===== src/rtl/mc_control_fsm.sv =====
// Multicycle control sequencer: steps each instruction through IF/ID/EXE/MEM/WB,
// drives datapath strobes, handles the data-memory wait handshake and counts retirements.
module mc_control_fsm #(
  parameter int unsigned MEM_TIMEOUT = 16,
  parameter int unsigned CNT_W       = 32
) (
  input  logic             clk,
  input  logic             reset,
  input  logic [5:0]       opcode,
  input  logic [5:0]       func,
  input  logic             zero,
  input  logic             mem_ready,
  output logic [2:0]       state,
  output logic             ir_load,
  output logic             pc_write,
  output logic [1:0]       pc_src,
  output logic             ext_sel,
  output logic             alu_src_b,
  output logic [2:0]       alu_op,
  output logic             reg_dst,
  output logic             mem_to_reg,
  output logic             reg_write,
  output logic             mem_read,
  output logic             mem_write,
  output logic             halted,
  output logic             illegal,
  output logic [CNT_W-1:0] retired_count
);

  localparam int unsigned OP_W     = 6;
  localparam int unsigned TMO_W    = (MEM_TIMEOUT > 1) ? $clog2(MEM_TIMEOUT) : 1;
  localparam int unsigned TMO_LAST = (MEM_TIMEOUT == 0) ? 0 : MEM_TIMEOUT - 1;

  typedef enum logic [2:0] {
    S_IF   = 3'd0,
    S_ID   = 3'd1,
    S_EXE  = 3'd2,
    S_MEM  = 3'd3,
    S_WB   = 3'd4,
    S_HALT = 3'd5
  } state_e;

  typedef enum logic [3:0] {
    I_ILL, I_ADD, I_SUB, I_SLT, I_SLTU, I_ORI, I_ADDIU,
    I_LW, I_SW, I_BEQ, I_J, I_HALT
  } ins_e;

  // Maps an opcode/func pair onto the supported instruction class.
  function automatic ins_e decode(input logic [OP_W-1:0] op, input logic [OP_W-1:0] fn);
    ins_e r;
    r = I_ILL;
    case (op)
      6'b000000: begin
        case (fn)
          6'b100000:            r = I_ADD;
          6'b100010, 6'b100011: r = I_SUB;
          6'b101010:            r = I_SLT;
          6'b101011:            r = I_SLTU;
          default:              r = I_ILL;
        endcase
      end
      6'b001101: r = I_ORI;
      6'b001001: r = I_ADDIU;
      6'b100011: r = I_LW;
      6'b101011: r = I_SW;
      6'b000100: r = I_BEQ;
      6'b000010: r = I_J;
      6'b111111: r = I_HALT;
      default:   r = I_ILL;
    endcase
    return r;
  endfunction

  state_e            state_q, state_d;
  logic [OP_W-1:0]   op_q, op_d;
  logic [OP_W-1:0]   func_q, func_d;
  logic [TMO_W-1:0]  tmo_q, tmo_d;
  logic              illegal_q, illegal_d;
  logic [CNT_W-1:0]  retired_q, retired_d;

  ins_e id_ins_c;
  ins_e lat_ins_c;
  logic retire_c;
  logic tmo_hit_c;

  // ID decodes the live IR; later states use the copy captured in ID.
  assign id_ins_c  = decode(opcode, func);
  assign lat_ins_c = decode(op_q, func_q);
  assign tmo_hit_c = (MEM_TIMEOUT != 0) && (tmo_q == TMO_W'(TMO_LAST));

  always_ff @(posedge clk) begin
    if (reset) begin
      state_q   <= S_IF;
      op_q      <= '0;
      func_q    <= '0;
      tmo_q     <= '0;
      illegal_q <= 1'b0;
      retired_q <= '0;
    end else begin
      state_q   <= state_d;
      op_q      <= op_d;
      func_q    <= func_d;
      tmo_q     <= tmo_d;
      illegal_q <= illegal_d;
      retired_q <= retired_d;
    end
  end

  always_comb begin
    state_d   = state_q;
    op_d      = op_q;
    func_d    = func_q;
    tmo_d     = '0;
    illegal_d = illegal_q;
    retire_c  = 1'b0;
    case (state_q)
      S_IF: state_d = S_ID;
      S_ID: begin
        op_d   = opcode;
        func_d = func;
        case (id_ins_c)
          I_J:    begin retire_c = 1'b1; state_d = S_IF;   end
          I_HALT: begin retire_c = 1'b1; state_d = S_HALT; end
          I_ILL:  begin illegal_d = 1'b1; state_d = S_HALT; end
          default: state_d = S_EXE;
        endcase
      end
      S_EXE: begin
        case (lat_ins_c)
          I_BEQ:      begin retire_c = 1'b1; state_d = S_IF; end
          I_LW, I_SW: state_d = S_MEM;
          default:    state_d = S_WB;
        endcase
      end
      S_MEM: begin
        // A ready in the last allowed cycle still completes the access.
        if (mem_ready) begin
          if (lat_ins_c == I_SW) begin
            retire_c = 1'b1;
            state_d  = S_IF;
          end else begin
            state_d = S_WB;
          end
        end else if (tmo_hit_c) begin
          illegal_d = 1'b1;
          state_d   = S_HALT;
        end else begin
          tmo_d = tmo_q + TMO_W'(1);
        end
      end
      S_WB: begin
        retire_c = 1'b1;
        state_d  = S_IF;
      end
      S_HALT:  state_d = S_HALT;
      default: state_d = S_IF;
    endcase
    retired_d = retired_q + (retire_c ? CNT_W'(1) : CNT_W'(0));
  end

  always_comb begin
    ir_load    = 1'b0;
    pc_write   = 1'b0;
    pc_src     = 2'b00;
    ext_sel    = 1'b0;
    alu_src_b  = 1'b0;
    alu_op     = 3'b000;
    reg_dst    = 1'b0;
    mem_to_reg = 1'b0;
    reg_write  = 1'b0;
    mem_read   = 1'b0;
    mem_write  = 1'b0;
    halted     = 1'b0;
    case (state_q)
      S_IF: begin
        ir_load  = 1'b1;
        pc_write = 1'b1;
        pc_src   = 2'b00;
      end
      S_ID: begin
        if (id_ins_c == I_J) begin
          pc_write = 1'b1;
          pc_src   = 2'b10;
        end
      end
      S_EXE: begin
        case (lat_ins_c)
          I_SUB:  alu_op = 3'b001;
          I_SLT:  alu_op = 3'b011;
          I_SLTU: alu_op = 3'b100;
          I_ORI:  begin alu_op = 3'b010; alu_src_b = 1'b1; end
          I_ADDIU, I_LW, I_SW: begin
            alu_op    = 3'b000;
            alu_src_b = 1'b1;
            ext_sel   = 1'b1;
          end
          I_BEQ: begin
            alu_op   = 3'b001;
            ext_sel  = 1'b1;
            pc_write = zero;
            pc_src   = 2'b01;
          end
          default: alu_op = 3'b000;
        endcase
      end
      S_MEM: begin
        // Reset abandons an outstanding request in the same cycle.
        mem_read  = (lat_ins_c == I_LW) && !reset;
        mem_write = (lat_ins_c == I_SW) && !reset;
      end
      S_WB: begin
        reg_write  = 1'b1;
        reg_dst    = (lat_ins_c == I_ADD) || (lat_ins_c == I_SUB) ||
                     (lat_ins_c == I_SLT) || (lat_ins_c == I_SLTU);
        mem_to_reg = (lat_ins_c == I_LW);
      end
      S_HALT:  halted = 1'b1;
      default: halted = 1'b0;
    endcase
  end

  assign state         = state_q;
  assign illegal       = illegal_q;
  assign retired_count = retired_q;

endmodule


===== config.mk =====
export PLATFORM = sky130hd
export DESIGN_NAME = mc_control_fsm
export DESIGN_NICKNAME = d
export VERILOG_FILES = /design/src/rtl/mc_control_fsm.sv
export SDC_FILE = /design/constraint.sdc
export NUM_CORES = 1
export LEC_CHECK = 0
export ABC_CLOCK_PERIOD_IN_PS = 3300
export CELL_PAD_IN_SITES_DETAIL_PLACEMENT = 0
export CELL_PAD_IN_SITES_GLOBAL_PLACEMENT = 1
export CORE_ASPECT_RATIO = 0.75
export CORE_UTILIZATION = 32
export DETAILED_ROUTE_END_ITERATION = 8
export PLACE_DENSITY_LB_ADDON = 0.1
export SETUP_SLACK_MARGIN = 0.15
export SLEW_MARGIN = 10
export SYNTH_ARGS = -nofsm -noshare
export SYNTH_HDL_FRONTEND = slang
export SYNTH_SLANG_ARGS = --single-unit
export TNS_END_PERCENT = 10

===== constraint.sdc =====
create_clock -name clk -period 3.3 [get_ports clk]
set_clock_uncertainty 0.2 [all_clocks]
set_input_delay 0.99 -clock clk [delete_from_list [all_inputs] [get_ports clk]]
set_output_delay 0.99 -clock clk [all_outputs]
set_load 0.1 [all_outputs]

==> metrics.txt <==
DIE WIDTH=108 um; Final Critical Period=3.41 ns; Peak Freq=293 MHz; max-slew violation count=0; Worst Hold Class=reg -> reg; setup ws final=-0.114 ns; endpoints failing setup=3; drt pass-1 iters=4; initial drt markers=78; die area=8730 um2; crit path DAT=2.22 ns; HPWL Detailed=5.42 mm; routed length per instance=14.1 um; I/O pin count=67; clock root cell=clkbuf_8; register area share after synthesis=0.390; Antenna Nets Post-Route=0; die height=81.1 um; antenna diode count=0; first-pass GRT wire length=12.0 mm; RePlAce Congestion=0.874; via density per instance=4.92; Post-synth ARST share=0; CTS tree=yes; CP endpoint kind=output port; largest area contributor in the netlist=dfxtp_1; layout cells sized above 1=0.374; Area contributors post-synth=dfxtp_1 39%, nor2_1 7.2%, nand2_1 6.2%, xor2_1 5.9%, a21oi_1 4.3%; required time worst endpoint=2.11 ns; final hold viol count=0; synthesized instance count=331; Seq cells post-synth=52; status=finished with violations; number of global-route vias before repair=2315; Max-Cap Viols=0; Worst-Margin Slew=0.967 ns; Clock transition at path regs=0.08 ns; critical path type=in -> out; failing checks=setup timing; initial antenna violation count=0; Design Area, Final=4100 um2; IO Port Bufs=66; clk_lat worst skew=0.30 ns; GR Overflow Total=0; Slew Limit Headroom=0.353; Sink Count=52; post-synthesis cell area=2670 um2; # H-tree levels=2; top_reg_cell synth=dfxtp_1; Leak=1.63 nW; Synthesized Nets=350; Final Cycle Share=1.03; Final Net Count=443; largest net degree at the start of global routing=49; Area Growth Syn to Fin=53.6%; final wirelength=7.45 mm; most common cell in the synthesized netlist=dfxtp_1; hold-fix buffer count after cts=0; GRT Overall Usage=0.177; Synth top area share=0.390; via count=2610; fillers=765; number of distinct library cells after synthesis=52; Mapped Avg Cell Area=8.07 um2; dpl cell area=3810 um2; most frequent cells after synthesis=52 x dfxtp_1, 51 x nor2_1, 44 x nand2_1; num rows=28; number of synthesized flops with an enable pin=0; Crit Path Max Fanout=2; power per cell area=350 nW/um2; clock tree buffer depth=2; CORE AREA=7990 um2; Worst VDD drop=0.254 mV; final hold slack=0.255 ns; Power Total=1.44 mW; type of origin of the critical path=input pin; initial core utilization=0.335; cts bufs inserted=5; DR DRC count=0; Yosys warning total=0; RSZ-0062 raised after global routing=yes
[timing repair]
item,CTS,global route
setup buffers,5,2
endpoints found under the setup margin,37,34
pin swaps,24,18
resized for setup,42,21
[power breakdown]
group / switching [mW] / total (mW) / internal (mW)
Sequential: 0.0393 / 0.691 / 0.652
Clock: 0.202 / 0.350 / 0.148
Combinational: 0.257 / 0.394 / 0.137
Total: 0.498 / 1.44 / 0.937
[sequential cells by signal (all words and copies together) (netlist names)]
register,count
func_q,6
illegal,1
op_q,6
retired_count,32
state,3
tmo_q,4
[worst max-delay path, stage by stage]
cell and delay (ns):
buf_6 0.10, nor4_4 0.29, nor2b_4 0.22, buf_6 0.11, nand2_4 0.04, o22a_1 0.20
nor2_4 0.11, buf_12 0.18
[layer usage]
metal / vias up / global-route usage / part of all wire
met4: 0 / 0.0356 / 0.0042
met5: - / 0 / 0
met2: 53 / 0.235 / 0.41
met1: 1213 / 0.278 / 0.53
li1: 1340 / - / -
met3: 4 / 0.0457 / 0.052
[per-stage QoR]
| stage | worst slack, ns | TNS (ns) | util | std cells |
|---|---|---|---|---|
| 2_1_floorplan | -0.109 | -0.718 | - | 331 |
| 3_3_place_gp | -0.585 | -13.15 | 0.477 | 515 |
| 3_5_place_dp | -0.646 | -14.49 | 0.477 | 515 |
| 4_1_cts | -0.0789 | -0.0789 | 0.501 | 528 |
| 5_1_grt | -0.152 | -0.823 | 0.514 | 530 |
| 6_report | -0.114 | -0.173 | 0.514 | 530 |
[layout make-up]
class | instances | area (um2) | area share
well taps | 105 | 131 | 0.0320
clock inverters | 1 | 3.75 | 0.000915
multi-input cells | 257 | 1840 | 0.448
repair buffers | 98 | 951 | 0.232
flip-flops and latches | 52 | 1060 | 0.259
inverters | 10 | 41.3 | 0.0101
clock buffers | 7 | 76.3 | 0.0186
[kinds of logic after synthesis]
logic type / synth area share
and+or+nand+nor: 0.336
adders and majority gates: 0.0140
DFF: 0.390
AOI/OAI and AO/OA: 0.129
xor gates and xnor gates: 0.0983
buffers and inverters: 0.0328
[worst paths after layout]
| path | startpoint | to | slack, ns | cells after the start |
|---|---|---|---|---|
| setup / recovery | opcode[0] | pc_write | -0.11 | 8 |
| hold / removal | tmo_q[0]$_SDFF_PP0_ | tmo_q[0]$_SDFF_PP0_ | 0.25 | 1 |
| setup reg to reg | state[1]$_SDFFE_PP0P_ | retired_count[20]$_SDFF_PP0_ | 0.51 | 11 |
| hold reg to reg | tmo_q[0]$_SDFF_PP0_ | tmo_q[0]$_SDFF_PP0_ | 0.25 | 1 |
[layout by cell type (no fill, tap or decap), drive strengths merged, types with 2 or more instances in the layout]
cell type and count:
nand4 9, a22oi 2, inv 9, ha 3
xor2 18, o211ai 4, clkdlybuf4s15 2, a21oi 23
and2 2, nor3 8, clkbuf 7, xnor2 12
buf 87, a31oi 3, nor2b 7, nand3 16
nor4 5, and4 4, dfxtp 52, nand2b 3
clkdlybuf4s50 8, or3 6, nand2 44, a21boi 2
o21bai 2, nor4b 2, nor2 53, o21ai 8
and3 7
No activity file was read; power rests on OpenSTA's default activity.
